--- src/rtl/div_pkg.sv ---
// Shared definitions for the sequential restoring divider.
//   DIV_WIDTH   : default operand/result width
//   div_state_e : controller state encoding
//   cnt_width() : width of the iteration counter for a given operand width
package div_pkg;

  localparam int unsigned DIV_WIDTH = 8;

  typedef enum logic [2:0] {
    IDLE     = 3'd0,
    LOAD     = 3'd1,
    SHIFT    = 3'd2,
    SUBTRACT = 3'd3,
    FIXSIGN  = 3'd4,
    DONE     = 3'd5
  } div_state_e;

  function automatic int unsigned cnt_width(input int unsigned width);
    return $clog2(width + 1);
  endfunction

endpackage

--- src/rtl/seq_restoring_divider_if.sv ---
// Request/result bundle of the divider.
//   start, dividend, divisor                      : requester -> divider
//   quotient, remainder, busy, done, div_by_zero,
//   overflow                                      : divider -> requester
// master = requester side, slave = divider side.
interface seq_restoring_divider_if
  import div_pkg::*;
#(
  parameter int unsigned WIDTH = DIV_WIDTH
) ();
  logic             start;
  logic [WIDTH-1:0] dividend;
  logic [WIDTH-1:0] divisor;
  logic [WIDTH-1:0] quotient;
  logic [WIDTH-1:0] remainder;
  logic             busy;
  logic             done;
  logic             div_by_zero;
  logic             overflow;

  modport master (
    output start, dividend, divisor,
    input  quotient, remainder, busy, done, div_by_zero, overflow
  );

  modport slave (
    input  start, dividend, divisor,
    output quotient, remainder, busy, done, div_by_zero, overflow
  );
endinterface

--- src/rtl/seq_div_datapath.sv ---
// Datapath of the restoring divider: operand capture, A/Q/M/count registers,
// the A - M subtractor and the sign-corrected result registers.
//   i_capture               : latch raw operands (accepting IDLE cycle)
//   i_load                  : set up A/Q/M/count from magnitudes
//   i_shift_en / i_sub_en   : one half of an iteration each
//   i_fix_en                : write sign-corrected quotient/remainder
//   i_dbz_load              : write divide-by-zero result
//   o_count_zero            : the pending decrement brings count to zero
//   o_sub_neg               : A - M is negative (restore)
//   o_divisor_zero          : captured divisor is zero
//   o_ovf_cond              : captured operands are MIN / -1
module seq_div_datapath
  import div_pkg::*;
#(
  parameter int unsigned WIDTH = DIV_WIDTH
) (
  input  logic             clk,
  input  logic             rst_n,
  input  logic             i_capture,
  input  logic             i_load,
  input  logic             i_shift_en,
  input  logic             i_sub_en,
  input  logic             i_fix_en,
  input  logic             i_dbz_load,
  input  logic [WIDTH-1:0] i_dividend,
  input  logic [WIDTH-1:0] i_divisor,
  output logic             o_count_zero,
  output logic             o_sub_neg,
  output logic             o_divisor_zero,
  output logic             o_ovf_cond,
  output logic [WIDTH-1:0] o_quotient,
  output logic [WIDTH-1:0] o_remainder
);
  localparam int unsigned      CW  = cnt_width(WIDTH);
  localparam logic [WIDTH-1:0] MIN = {1'b1, {(WIDTH-1){1'b0}}};

  logic [WIDTH-1:0] r_dvd, r_dvs;
  logic [WIDTH:0]   r_a;
  logic [WIDTH-1:0] r_q, r_m;
  logic [CW-1:0]    r_cnt;
  logic             r_sd, r_sv;
  logic [WIDTH-1:0] r_quo, r_rem;

  logic [WIDTH:0]   w_t;
  logic [WIDTH-1:0] w_abs_dvd, w_abs_dvs;

  // Magnitudes as unsigned WIDTH bits: -MIN wraps to MIN, which is |MIN|.
  assign w_abs_dvd = r_dvd[WIDTH-1] ? -r_dvd : r_dvd;
  assign w_abs_dvs = r_dvs[WIDTH-1] ? -r_dvs : r_dvs;

  // A < M <= 2^(WIDTH-1) before the shift, so |T| < 2^WIDTH and the MSB is the sign.
  assign w_t       = r_a - {1'b0, r_m};
  assign o_sub_neg = w_t[WIDTH];

  assign o_count_zero   = (r_cnt == CW'(1));
  assign o_divisor_zero = (r_dvs == '0);
  assign o_ovf_cond     = (r_dvd == MIN) && (r_dvs == '1);
  assign o_quotient     = r_quo;
  assign o_remainder    = r_rem;

  always_ff @(posedge clk or negedge rst_n) begin
    if (!rst_n) begin
      r_dvd <= '0;
      r_dvs <= '0;
      r_a   <= '0;
      r_q   <= '0;
      r_m   <= '0;
      r_cnt <= '0;
      r_sd  <= 1'b0;
      r_sv  <= 1'b0;
      r_quo <= '0;
      r_rem <= '0;
    end else begin
      if (i_capture) begin
        r_dvd <= i_dividend;
        r_dvs <= i_divisor;
      end
      if (i_load) begin
        r_a   <= '0;
        r_q   <= w_abs_dvd;
        r_m   <= w_abs_dvs;
        r_cnt <= CW'(WIDTH);
        r_sd  <= r_dvd[WIDTH-1];
        r_sv  <= r_dvs[WIDTH-1];
      end
      if (i_shift_en) begin
        {r_a, r_q} <= {r_a[WIDTH-1:0], r_q, 1'b0};
      end
      if (i_sub_en) begin
        if (!o_sub_neg) r_a <= w_t;
        r_q[0] <= ~o_sub_neg;
        r_cnt  <= r_cnt - CW'(1);
      end
      if (i_fix_en) begin
        r_quo <= (r_sd ^ r_sv) ? -r_q : r_q;
        r_rem <= r_sd ? -r_a[WIDTH-1:0] : r_a[WIDTH-1:0];
      end
      if (i_dbz_load) begin
        r_quo <= '1;
        r_rem <= r_dvd;
      end
    end
  end
endmodule

--- src/rtl/seq_restoring_divider.sv ---
// Sequential signed restoring divider (truncating quotient, remainder takes
// the dividend's sign). Controller FSM and status flags live here; the
// arithmetic lives in seq_div_datapath.
//   clk, rst_n : rising-edge clock, asynchronous active-low reset
//   bus        : start/operands in; quotient/remainder/busy/done/
//                div_by_zero/overflow out
module seq_restoring_divider
  import div_pkg::*;
#(
  parameter int unsigned WIDTH = DIV_WIDTH
) (
  input logic                    clk,
  input logic                    rst_n,
  seq_restoring_divider_if.slave bus
);
  div_state_e r_state;
  logic       r_busy, r_done, r_dbz, r_ovf;

  logic             w_capture, w_load, w_shift_en, w_sub_en, w_fix_en, w_dbz_load;
  logic             w_count_zero, w_sub_neg, w_divisor_zero, w_ovf_cond;
  logic [WIDTH-1:0] w_quotient, w_remainder;

  assign w_capture  = (r_state == IDLE) && bus.start;
  assign w_load     = (r_state == LOAD) && !w_divisor_zero;
  assign w_dbz_load = (r_state == LOAD) && w_divisor_zero;
  assign w_shift_en = (r_state == SHIFT);
  assign w_sub_en   = (r_state == SUBTRACT);
  assign w_fix_en   = (r_state == FIXSIGN);

  seq_div_datapath #(
    .WIDTH(WIDTH)
  ) u_datapath (
    .clk           (clk),
    .rst_n         (rst_n),
    .i_capture     (w_capture),
    .i_load        (w_load),
    .i_shift_en    (w_shift_en),
    .i_sub_en      (w_sub_en),
    .i_fix_en      (w_fix_en),
    .i_dbz_load    (w_dbz_load),
    .i_dividend    (bus.dividend),
    .i_divisor     (bus.divisor),
    .o_count_zero  (w_count_zero),
    .o_sub_neg     (w_sub_neg),
    .o_divisor_zero(w_divisor_zero),
    .o_ovf_cond    (w_ovf_cond),
    .o_quotient    (w_quotient),
    .o_remainder   (w_remainder)
  );

  always_ff @(posedge clk or negedge rst_n) begin
    if (!rst_n) begin
      r_state <= IDLE;
      r_busy  <= 1'b0;
      r_done  <= 1'b0;
      r_dbz   <= 1'b0;
      r_ovf   <= 1'b0;
    end else begin
      case (r_state)
        IDLE: begin
          r_done <= 1'b0;
          if (bus.start) begin
            r_state <= LOAD;
            r_busy  <= 1'b1;
            r_dbz   <= 1'b0;
            r_ovf   <= 1'b0;
          end
        end
        LOAD: begin
          if (w_divisor_zero) begin
            r_dbz   <= 1'b1;
            r_done  <= 1'b1;
            r_state <= DONE;
          end else begin
            r_state <= SHIFT;
          end
        end
        SHIFT:    r_state <= SUBTRACT;
        // count_zero looks at the value before this cycle's decrement.
        SUBTRACT: r_state <= w_count_zero ? FIXSIGN : SHIFT;
        FIXSIGN: begin
          r_ovf   <= w_ovf_cond;
          r_done  <= 1'b1;
          r_state <= DONE;
        end
        DONE: begin
          r_done  <= 1'b0;
          r_busy  <= 1'b0;
          r_state <= IDLE;
        end
        default: begin
          r_done  <= 1'b0;
          r_busy  <= 1'b0;
          r_state <= IDLE;
        end
      endcase
    end
  end

  assign bus.quotient    = w_quotient;
  assign bus.remainder   = w_remainder;
  assign bus.busy        = r_busy;
  assign bus.done        = r_done;
  assign bus.div_by_zero = r_dbz;
  assign bus.overflow    = r_ovf;
endmodule
--- src/flat_wrapper.sv ---
// flat-port wrapper written by rule: the top's interface ports become plain ports
module seq_restoring_divider_flat import div_pkg::*;
#(
  parameter int unsigned WIDTH = DIV_WIDTH
)
  (clk, rst_n, bus_start, bus_dividend, bus_divisor, bus_quotient, bus_remainder, bus_busy, bus_done, bus_div_by_zero, bus_overflow);
  seq_restoring_divider_if #(.WIDTH(WIDTH)) bus_i ();
  input logic clk;
  input logic rst_n;
  input wire logic [$bits(bus_i.start)-1:0] bus_start;
  input wire logic [$bits(bus_i.dividend)-1:0] bus_dividend;
  input wire logic [$bits(bus_i.divisor)-1:0] bus_divisor;
  output wire logic [$bits(bus_i.quotient)-1:0] bus_quotient;
  output wire logic [$bits(bus_i.remainder)-1:0] bus_remainder;
  output wire logic [$bits(bus_i.busy)-1:0] bus_busy;
  output wire logic [$bits(bus_i.done)-1:0] bus_done;
  output wire logic [$bits(bus_i.div_by_zero)-1:0] bus_div_by_zero;
  output wire logic [$bits(bus_i.overflow)-1:0] bus_overflow;
  assign bus_i.start = bus_start;
  assign bus_i.dividend = bus_dividend;
  assign bus_i.divisor = bus_divisor;
  assign bus_quotient = bus_i.quotient;
  assign bus_remainder = bus_i.remainder;
  assign bus_busy = bus_i.busy;
  assign bus_done = bus_i.done;
  assign bus_div_by_zero = bus_i.div_by_zero;
  assign bus_overflow = bus_i.overflow;
  seq_restoring_divider #(.WIDTH(WIDTH)) u_core (.clk(clk), .rst_n(rst_n), .bus(bus_i));
endmodule
--- config.mk ---
export PLATFORM = sky130hd
export DESIGN_NAME = seq_restoring_divider_flat
export DESIGN_NICKNAME = d
export VERILOG_FILES = /design/src/rtl/div_pkg.sv /design/src/rtl/seq_restoring_divider_if.sv /design/src/rtl/seq_div_datapath.sv /design/src/rtl/seq_restoring_divider.sv /design/src/flat_wrapper.sv
export SDC_FILE = /design/constraint.sdc
export NUM_CORES = 1
export LEC_CHECK = 0
export ABC_AREA = 1
export CAP_MARGIN = 25
export CORE_MARGIN = 8
export CORE_UTILIZATION = 35
export CTS_BUF_LIST = sky130_fd_sc_hd__clkbuf_16
export DETAILED_ROUTE_END_ITERATION = 12
export SYNTH_ARGS = -nofsm -noshare
export SYNTH_HDL_FRONTEND = slang
export SYNTH_SLANG_ARGS = --single-unit
--- constraint.sdc ---
create_clock -name clk -period 2 [get_ports clk]
set_input_delay 0.3 -clock clk [delete_from_list [all_inputs] [get_ports clk]]
set_output_delay 0.3 -clock clk [all_outputs]
set_load 0.03 [all_outputs]
==> run_results.csv, run 1 <==
group,metric,value,unit
run_status,status,"finished, violations left",
run_status,failed_checks,"negative hold slack",
timing,timing.fmax,525.7,MHz
critical_path,cp-end-kind,"flip-flop",
drt,route.detailed.drc,0,
clock_network,post-cts-setup-buffers,0,
placement,gp_congestion,0.8446,
critical_path,cp-start-kind,"flip-flop",
power_and_ir_drop,ir_worst_vdd,708.6,uV
critical_path,worst-path-max-fanout,7,
global_routing,grt_pass1_vias,3312,
yosys,synthCells,506,
run,maxCapViolations,0,
timing,setup_violations,0,
yosys,syn_area_per_cell,7.908,um^2
power_and_ir_drop,leakage,0.002383,uW
yosys,ys_ff_latch,70,
global_routing,gr-usage-all-layers,13.79,%
layout,final_util,43.63,%
yosys,syn_area,0.004001,mm^2
drt,routed_via_density,4.838,
power_and_ir_drop,p_per_area,1789,mW/mm^2
clock_network,h-tree-depth,3,
floorplanning,die_area,0.01511,mm^2
power_and_ir_drop,p_comb_share,54.1,%
yosys,synthFlopType,"dfrtp_1",
critical_path,rr_endpoint,"u_core.u_datapath.r_a[4]",
placement,placed_area,0.004576,mm^2
yosys,syn_nets,541,
clock_network,cts_made_buffers,9,
drt,ant_nets,0,
clock_network,insertion_delay,0.33,ns
layout,drive_gt1_share,8.734,%
global_routing,grt_max_degree,71,
timing,whs,-0.02551,ns
power_and_ir_drop,p_sw,4074,uW
timing,finalCriticalPeriod,1.902,ns
floorplanning,initial_core_util,35.50,%
placement,place_ws,0.01954,ns
layout,nets,591,
yosys,ys.warnings.count,0,
yosys,ys_seq_area_share,43.78,%
layout,nFillCells,1117,
floorplanning,placementRows,39,
global_routing,grt-ovfl-total,0,
floorplanning,chipHeight,122.9,um
yosys,synth_edf_count,0,
drt,drtPass1Iterations,5,
power_and_ir_drop,total_power,8801,uW
critical_path,r2r_setup_slack,0.1,ns
timing,relSlewSlack,73.82,%
floorplanning,io_pins,39,
floorplanning,coreArea,0.01127,mm^2
clock_network,cts_root_buf,"clkbuf_16",
power_and_ir_drop,p_seq_share,28.4,%
critical_path,path_cells,"ha_1 > nand2_1 > inv_1 > a21oi_1 > nand3_1 > nand2_4 > nand2_8 > nand2_1 > o21ai_2",
drt,wire_per_inst,13.89,um
power_and_ir_drop,power_frac_clock,17.5,%
layout,most-common-layout-cells,"132 x nand2_1, 86 x inv_1, 70 x dfrtp_1, 37 x clkdlybuf4s50_1, 35 x o21ai_0",
drt,wirelength,9.781,mm
drt,dr_total_vias,3406,
power_and_ir_drop,p_int,4727,uW
critical_path,max_stage_delay,0.48,ns
clock_network,path_clk_slew,0.06,ns
layout,final_common_cell,"nand2_1",
critical_path,cp_common_cell,"nand2_1",
critical_path,required,2.21,ns
timing,report.final.slew_viol_count,0,
global_routing,antenna_found_initial,0,
critical_path,slowest_stage,"dfrtp_1",
timing,worst_pin_slew,0.3927,ns
timing,finClkSkew,0.006237,ns
yosys,synth_cell_types,35,
timing,final_hold_viol_count,22,
critical_path,cp.arrival,2.11,ns
layout,area_growth,22.92,%
layout,fin_area,0.004918,mm^2
power_and_ir_drop,p_sw_share,46.29,%
placement,io_buffers,38,
min_path,hold_class,"in -> async",
clock_network,ctsResizeCount,0,
clock_network,hold_buffers,0,
timing,period_share,95.11,%
layout,antenna_cells,0,
timing,final_critical_path_setup_slack,0.09773,ns
clock_network,tritoncts,"built",
critical_path,path_class,"reg -> reg",
placement,hpwl,7.299,mm
floorplanning,die-width,122.9,um
global_routing,grt_pass1_wl,16.54,mm
clock_network,clockBufferDepth,2,
clock_network,cts_sinks,70,
drt,drtIter0Drc,282,
yosys,synthArstFlopShare,100.0,%
critical_path,worstReg2RegStart,"u_core.u_datapath.r_a[6]",
critical_path,worst-r2r-cell-count,9,
Yosys cell counts (2+ instances only):
master,n,area (um^2)
nand3_1,27,135.1
o22ai_1,14,87.58
buf_2,6,30.03
nand2_4,2,22.52
o21a_1,2,15.01
o31ai_1,2,15.01
nor3_1,3,15.01
buf_4,2,15.01
nand4_1,5,31.28
inv_2,2,7.510
xor2_1,19,166.4
nor2_1,31,116.4
nand2_1,136,510.5
or2_2,2,12.51
o21ai_2,3,26.28
dfrtp_1,70,1752
ha_1,15,187.7
inv_1,83,311.6
o21ai_0,35,175.2
o221ai_1,5,43.79
nand3b_1,3,22.52
buf_6,3,33.78
nand2_2,3,18.77
a21oi_1,13,65.06
o211ai_1,10,75.07
per-stage QoR:
stage | hold slack, ns | TNS, ns | cells
6_report | -0.02551 | 0 | 704
5_1_grt | 0.02491 | -0.002108 | 704
3_5_place_dp | 0.3603 | 0 | 687
4_1_cts | 0.01065 | 0 | 703
2_1_floorplan | 0.004409 | 0 | 506
3_3_place_gp | 0.3544 | 0 | 687
kinds of logic (layout without fill, tap and decap cells):
kind of cell | after synthesis | after routing | synth area share [%]
compound gates | 85 | 85 | 12.73
buf+inv | 98 | 152 | 10.19
simple gates | 216 | 217 | 23.33
fa+ha+maj | 16 | 16 | 5.191
flops | 70 | 70 | 43.78
xor+xnor | 21 | 21 | 4.784
per-layer routing:
layer	wire (um)	up-vias	GRT usage [%]
li1	-	1724	-
met1	4765	1575	19.34
met2	4211	97	20.69
met3	656	10	3.379
met4	147	0	3.808
met5	0	-	0
registers in the layout, summed over array words and instances (netlist names):
register and count:
u_core.u_datapath.r_m 8, u_core.u_datapath.r_sv 1, u_core.r_state 3, u_core.u_datapath.r_q 8, u_core.u_datapath.o_remainder 8, u_core.bus.div_by_zero 1
u_core.u_datapath.o_quotient 8, u_core.u_datapath.r_dvd 8, u_core.bus.busy 1, u_core.bus.overflow 1, u_core.bus.done 1, u_core.u_datapath.r_sd 1
u_core.u_datapath.r_cnt 4, u_core.u_datapath.r_a 9, u_core.u_datapath.r_dvs 8
cell type report:
class / count / area [um^2] / share of cell area, %
multi-input combinational: 339 / 1901 / 38.64
clock inverter: 7 / 58.81 / 1.196
inverter: 86 / 325.3 / 6.614
tap: 143 / 178.9 / 3.638
sequential: 70 / 1752 / 35.61
timing repair buffer: 50 / 478.0 / 9.718
clock buffer: 9 / 225.2 / 4.579
critical path, delay by kind of cell (launching register included):
| family | cells | cell delay (ns) |
|---|---|---|
| AND/OR/NAND/NOR | 5 | 0.62 |
| flip-flops | 1 | 0.48 |
| adder cells (fa/ha/maj) | 1 | 0.40 |
| AO/OA/AOI/OAI | 2 | 0.25 |
| buffers and inverters | 1 | 0.04 |
power by group through the flow:
stage               Sequential [uW]  Combinational, uW  Clock (uW)
CTS                            2500               4610        1570
floorplan                      2690               3100           0
detailed placement             2520               4570           0
global route                   2570               5390        1620
finish                         2500               4760        1540
global placement               2510               4510           0
worst max-delay path by stage:
| stage | start | to | slack, ns | depth (start not counted) |
|---|---|---|---|---|
| after global placement | u_core.u_datapath.r_a[0] | u_core.u_datapath.r_a[7] | 0.1 | 13 |
| after detailed placement | u_core.u_datapath.r_a[0] | u_core.u_datapath.r_a[3] | 0.02 | 13 |
| after global routing | u_core.u_datapath.r_a[6] | u_core.u_datapath.r_a[4] | -0.002 | 9 |
| after CTS | u_core.u_datapath.r_a[0] | u_core.u_datapath.r_a[1] | 0.008 | 13 |
| after floorplan | u_core.u_datapath.r_a[0] | u_core.u_datapath.r_a[3] | 0.06 | 14 |
| final | u_core.u_datapath.r_a[6] | u_core.u_datapath.r_a[4] | 0.1 | 9 |
Note: power is estimated with default switching activity, not from simulation.
==> run 2: changes to the inputs <==
ABC_CLOCK_PERIOD_IN_PS = 2000   (was not set)
PLACE_DENSITY = 0.65   (was not set)
==> run 2 against run 1 <==
The run now ends clean. Final area is 2.3% higher. Fmax increased by 2.4%. Highest routed layer unchanged. Power rose by 3.7%. Critical path depth grew 4. Wire length increased by 1.2%. Setup slack better by 0.045 ns. Core utilization grew 0.99 points. Die area unchanged. Final cell count grew 0.43%.
==> run_results.csv, run 2 (synthesis results as in run 1) <==
group,metric,value,unit
clock_network,path_clk_slew,0.06,ns
clock_network,cts_root_buf,"clkbuf_16",
global_routing,grt_pass1_wl,16.67,mm
critical_path,path_cells,"inv_1 > ha_2 > fa_2 > inv_1 > nand2_1 > nand2_2 > nand3_2 > nand2_2 > nand2_2 > nand2_8 > nand2_8 > nand2_1 > o21ai_2",
global_routing,grt_max_degree,45,
critical_path,cp_num_buf_inv,2,
critical_path,cp-end-kind,"flip-flop",
layout,final_cells,707,
placement,hpwl,7.408,mm
timing,final_hold_viol_count,0,
power_and_ir_drop,p_sw_share,45.80,%
critical_path,slowest_stage,"fa_2",
clock_network,cts_made_buffers,9,
critical_path,path_class,"reg -> reg",
critical_path,worst-path-max-fanout,7,
layout,nets,594,
run,maxCapViolations,0,
placement,place_ws,0.01798,ns
critical_path,required,2.22,ns
layout,final_common_cell,"nand2_1",
clock_network,clockBufferDepth,2,
critical_path,max_stage_delay,0.35,ns
floorplanning,chipHeight,122.9,um
placement,io_buffers,38,
global_routing,grt_pass1_vias,3433,
floorplanning,coreArea,0.01127,mm^2
timing,finClkSkew,0.005591,ns
power_and_ir_drop,ir_worst_vdd,755.6,uV
timing,finalCriticalPeriod,1.857,ns
power_and_ir_drop,p_per_area,1814,mW/mm^2
power_and_ir_drop,p_int,4944,uW
layout,fin_area,0.005030,mm^2
floorplanning,die_area,0.01511,mm^2
timing,period_share,92.86,%
clock_network,h-tree-depth,3,
critical_path,r2r_setup_slack,0.14,ns
layout,antenna_cells,0,
layout,area_growth,25.70,%
timing,timing.fmax,538.5,MHz
drt,wire_per_inst,14.00,um
critical_path,crit_family,"simple AND/OR/NAND/NOR gates",
min_path,hold_class,"in -> async",
critical_path,cp-start-kind,"flip-flop",
placement,dp.cells,689,
layout,seq_area,0.001752,mm^2
layout,drive_gt1_share,10.99,%
drt,dr_total_vias,3407,
layout,largest-register,"u_core.u_datapath.r_a",
layout,nFillCells,1098,
global_routing,grt-ovfl-total,0,
global_routing,antenna_found_initial,0,
timing,whs,0.4699,ns
drt,routed_via_density,4.819,
timing,final_critical_path_setup_slack,0.1428,ns
drt,drtIter0Drc,166,
placement,gp_congestion,0.8639,
power_and_ir_drop,power_frac_clock,18.7,%
layout,multiInputGateArea,0.001956,mm^2
critical_path,cp_common_cell,"nand2_2",
power_and_ir_drop,p_comb_share,53.8,%
layout,largest_reg_flops,9,
floorplanning,io_pins,39,
clock_network,insertion_delay,0.34,ns
placement,placed_area,0.004591,mm^2
global_routing,gr-usage-all-layers,13.89,%
power_and_ir_drop,p_sw,4177,uW
timing,report.final.slew_viol_count,0,
drt,route.detailed.drc,0,
floorplanning,die-width,122.9,um
power_and_ir_drop,leakage,0.002393,uW
drt,drtPass1Iterations,5,
clock_network,cts_sinks,70,
layout,most-common-layout-cells,"131 x nand2_1, 84 x inv_1, 70 x dfrtp_1, 37 x clkdlybuf4s50_1, 35 x o21ai_0",
floorplanning,initial_core_util,35.50,%
timing,setup_violations,0,
timing,relSlewSlack,65.84,%
power_and_ir_drop,p_seq_share,27.5,%
critical_path,cp.arrival,2.08,ns
drt,ant_nets,0,
drt,wirelength,9.901,mm
floorplanning,placementRows,39,
run_status,status,"finished clean",
clock_network,tritoncts,"built",
timing,worst_pin_slew,0.5124,ns
## run 2: changes by cell type in the layout (fill, tap and decap cells not counted), sizes merged
cell / change
clkinvlp: +3
buf: +2
clkinv: -2
inv: -2
bufinv: +1
dlygate4sd3: +1
## run 2: worst reg2reg max path, delay by kind of cell (launching register included)
family	cells	cell delay, ns
simple gates	8	0.68
fa+ha+maj	2	0.54
flops	1	0.34
buf+inv	2	0.12
compound gates	1	0.05
## run 2: per-layer routing
metal / vias up / GRT usage (%) / wire (um)
met5: - / 0 / 0
met1: 1580 / 18.75 / 4872
met4: 0 / 5.331 / 169
met3: 13 / 3.836 / 534
met2: 84 / 20.76 / 4324
li1: 1730 / - / -
## run 2: path summary, 6_finish.rpt
check                                    startpoint  cells past startpoint                               to
hold / removal                                rst_n                      2  u_core.u_datapath.o_quotient[3]
max in group asynchronous                     rst_n                      3       u_core.u_datapath.r_dvs[2]
setup / recovery           u_core.u_datapath.r_a[0]                     13         u_core.u_datapath.r_a[3]
min in group clk                    u_core.bus.busy                      2                  u_core.bus.busy
hold reg to reg                     u_core.bus.busy                      2                  u_core.bus.busy
setup reg to reg           u_core.u_datapath.r_a[0]                     13         u_core.u_datapath.r_a[3]
## run 2: power groups by stage
stage                     clock, uW  sequential, uW  combinational [uW]
after floorplan                   0            2690                3100
after global placement            0            2500                4490
after detailed placement          0            2520                4570
after CTS                      1720            2500                4620
after global routing           1800            2590                5510
final                          1710            2510                4910
## run 2: layout make-up
class | count | share of cell area [%]
multi-input cells | 339 | 38.88
flip-flops and latches | 70 | 34.83
repair buffers | 53 | 10.00
inverters | 86 | 6.468
clock buffers | 9 | 4.478
well taps | 143 | 3.557
clock inverters | 7 | 1.791
## run 2: repair_timing
item | 4_1_cts | 5_1_grt
setup buffers | 0 | 0
setup endpoints to repair | 0 | 10
hold endpoints to repair | 19 | 0
hold buffers | 1 | 0
resized for setup | 0 | 19
## run 2: metrics by stage
step	util, %	TNS [ns]	total power (uW)
global placement	40.73	0	6983
finish	44.62	0	9122
detailed placement	40.73	0	7095
CTS	43.61	0	8848
global route	44.62	-0.008846	9905
floorplan	-	0	5796
==> run 3: changes to the inputs <==
CORE_MARGIN = 2   (was 8)
==> run 3 against run 2 <==
Hold slack lost 0.049 ns. Non-clock buffer count grew 5. Sequential cell count is the same. Final cell count grew 0.71%. Critical path depth shrank 1. Clock power shrank 9.9%. Core utilization grew 0.41 points. Wire length grew 1.8%. Setup slack lost 0.095 ns. Largest cell class unchanged.
==> run_results.csv, run 3 (synthesis results as in run 1) <==
group,metric,value,unit
clock_network,cts_root_buf,"clkbuf_16",
drt,wirelength,10.08,mm
global_routing,antenna_found_initial,0,
critical_path,r2r_setup_slack,0.05,ns
layout,area_growth,26.86,%
clock_network,cts_made_buffers,9,
floorplanning,die_area,0.01230,mm^2
clock_network,clockBufferDepth,2,
critical_path,cp.arrival,2.19,ns
global_routing,grt-ovfl-total,0,
layout,largest-register,"u_core.u_datapath.r_a",
timing,worst_pin_slew,0.3854,ns
timing,report.final.slew_viol_count,0,
layout,drive_gt1_share,11.25,%
timing,finalCriticalPeriod,1.952,ns
drt,wire_per_inst,14.16,um
timing,timing.fmax,512.3,MHz
layout,largest_reg_flops,9,
drt,routed_via_density,4.935,
layout,nets,599,
placement,hpwl,7.346,mm
placement,dp.cells,687,
run_status,status,"finished clean",
drt,route.detailed.drc,0,
layout,fin_area,0.005076,mm^2
clock_network,cts_sinks,70,
power_and_ir_drop,p_per_area,1813,mW/mm^2
placement,io_buffers,38,
critical_path,cp-start-kind,"flip-flop",
critical_path,worst-path-max-fanout,6,
drt,dr_total_vias,3514,
global_routing,grt_pass1_wl,16.50,mm
global_routing,grt_max_degree,40,
critical_path,cp-end-kind,"flip-flop",
clock_network,h-tree-depth,3,
floorplanning,coreArea,0.01127,mm^2
layout,antenna_cells,0,
floorplanning,io_pins,39,
placement,placed_area,0.004576,mm^2
floorplanning,initial_core_util,35.50,%
layout,final_common_cell,"nand2_1",
floorplanning,chipHeight,110.9,um
timing,final_hold_viol_count,0,
timing,period_share,97.60,%
drt,drtIter0Drc,214,
floorplanning,die-width,110.9,um
timing,setup_violations,0,
floorplanning,placementRows,39,
run,maxCapViolations,0,
clock_network,insertion_delay,0.34,ns
power_and_ir_drop,ir_worst_vdd,789.5,uV
critical_path,path_class,"reg -> reg",
layout,most-common-layout-cells,"130 x nand2_1, 84 x inv_1, 70 x dfrtp_1, 37 x clkdlybuf4s50_1, 35 x o21ai_0",
global_routing,gr-usage-all-layers,16.86,%
global_routing,grt_pass1_vias,3316,
layout,nFillCells,1096,
timing,finClkSkew,0.007174,ns
placement,gp_congestion,0.8723,
min_path,hold_class,"in -> async",
clock_network,path_clk_slew,0.06,ns
power_and_ir_drop,leakage,0.002431,uW
timing,relSlewSlack,74.24,%
drt,ant_nets,0,
critical_path,required,2.23,ns
layout,final_cells,712,
drt,drtPass1Iterations,5,
clock_network,tritoncts,"built",
==> run 3: critical path, stage by stage, from the launching register on <==
cell and delay, ns:
dfrtp_1 0.41, ha_4 0.18, fa_2 0.37, inv_1 0.08, nand2_1 0.06, nand2_2 0.09, nand3_2 0.09, nand2_1 0.10
nand2_2 0.08, nand2_8 0.13, nand4_1 0.13, nand2_1 0.10, inv_1 0.04
==> run 3: per-layer routing <==
metal  global-route usage, %  wire [um]  part of all wire (%)
met5                       0          0                     0
met2                   25.60       4607                    46
met4                   6.667        181                   1.8
met3                   4.046        582                   5.8
met1                   23.31       4711                    47
==> run 3: worst paths after layout <==
kind | from | endpoint | depth (start not counted)
min | rst_n | u_core.u_datapath.o_remainder[6] | 2
max | u_core.u_datapath.r_m[0] | u_core.u_datapath.r_a[7] | 12
min in group clk | u_core.u_datapath.r_m[5] | u_core.u_datapath.r_m[5] | 2
min reg2reg | u_core.u_datapath.r_m[5] | u_core.u_datapath.r_m[5] | 2
max in group asynchronous | rst_n | u_core.u_datapath.r_dvd[2] | 3
max reg2reg | u_core.u_datapath.r_m[0] | u_core.u_datapath.r_a[7] | 12
==> run 3: stage by stage <==
step / utilization [%] / worst slack [ns] / hold WS [ns] / total power, uW / setup TNS, ns
global route: 45.03 / -0.03554 / 0.4600 / 9967 / -0.09626
CTS: 43.36 / 0.02842 / 0.4305 / 8734 / 0
finish: 45.03 / 0.04798 / 0.4210 / 9205 / 0
floorplan: - / 0.06145 / 0.004409 / 5796 / 0
detailed placement: 40.59 / 0.0007763 / 0.2536 / 7087 / 0
global placement: 40.59 / 0.09590 / 0.2486 / 6951 / 0
==> run 3: area by class of cell <==
class / instances / area [um^2] / share of cell area (%)
Multi-Input combinational cell: 339 / 1977 / 38.95
Inverter: 86 / 325.3 / 6.409
Timing Repair Buffer: 58 / 560.5 / 11.04
Clock inverter: 7 / 57.56 / 1.134
Tap cell: 143 / 178.9 / 3.525
Clock buffer: 9 / 225.2 / 4.437
Sequential cell: 70 / 1752 / 34.51
==> run 3: timing repair <==
action	in CTS	in global routing
setup endpoints to repair	10	29
resized for setup	3	22
hold endpoints to repair	14	0
cloned	1	0
pin swaps	1	6
hold buffers	1	0
setup buffers	0	7
==> run 3: report_power, final <==
group | switching, uW | internal, uW
Combinational | 3160 | 1980
Sequential | 490 | 2030
Clock | 591 | 944
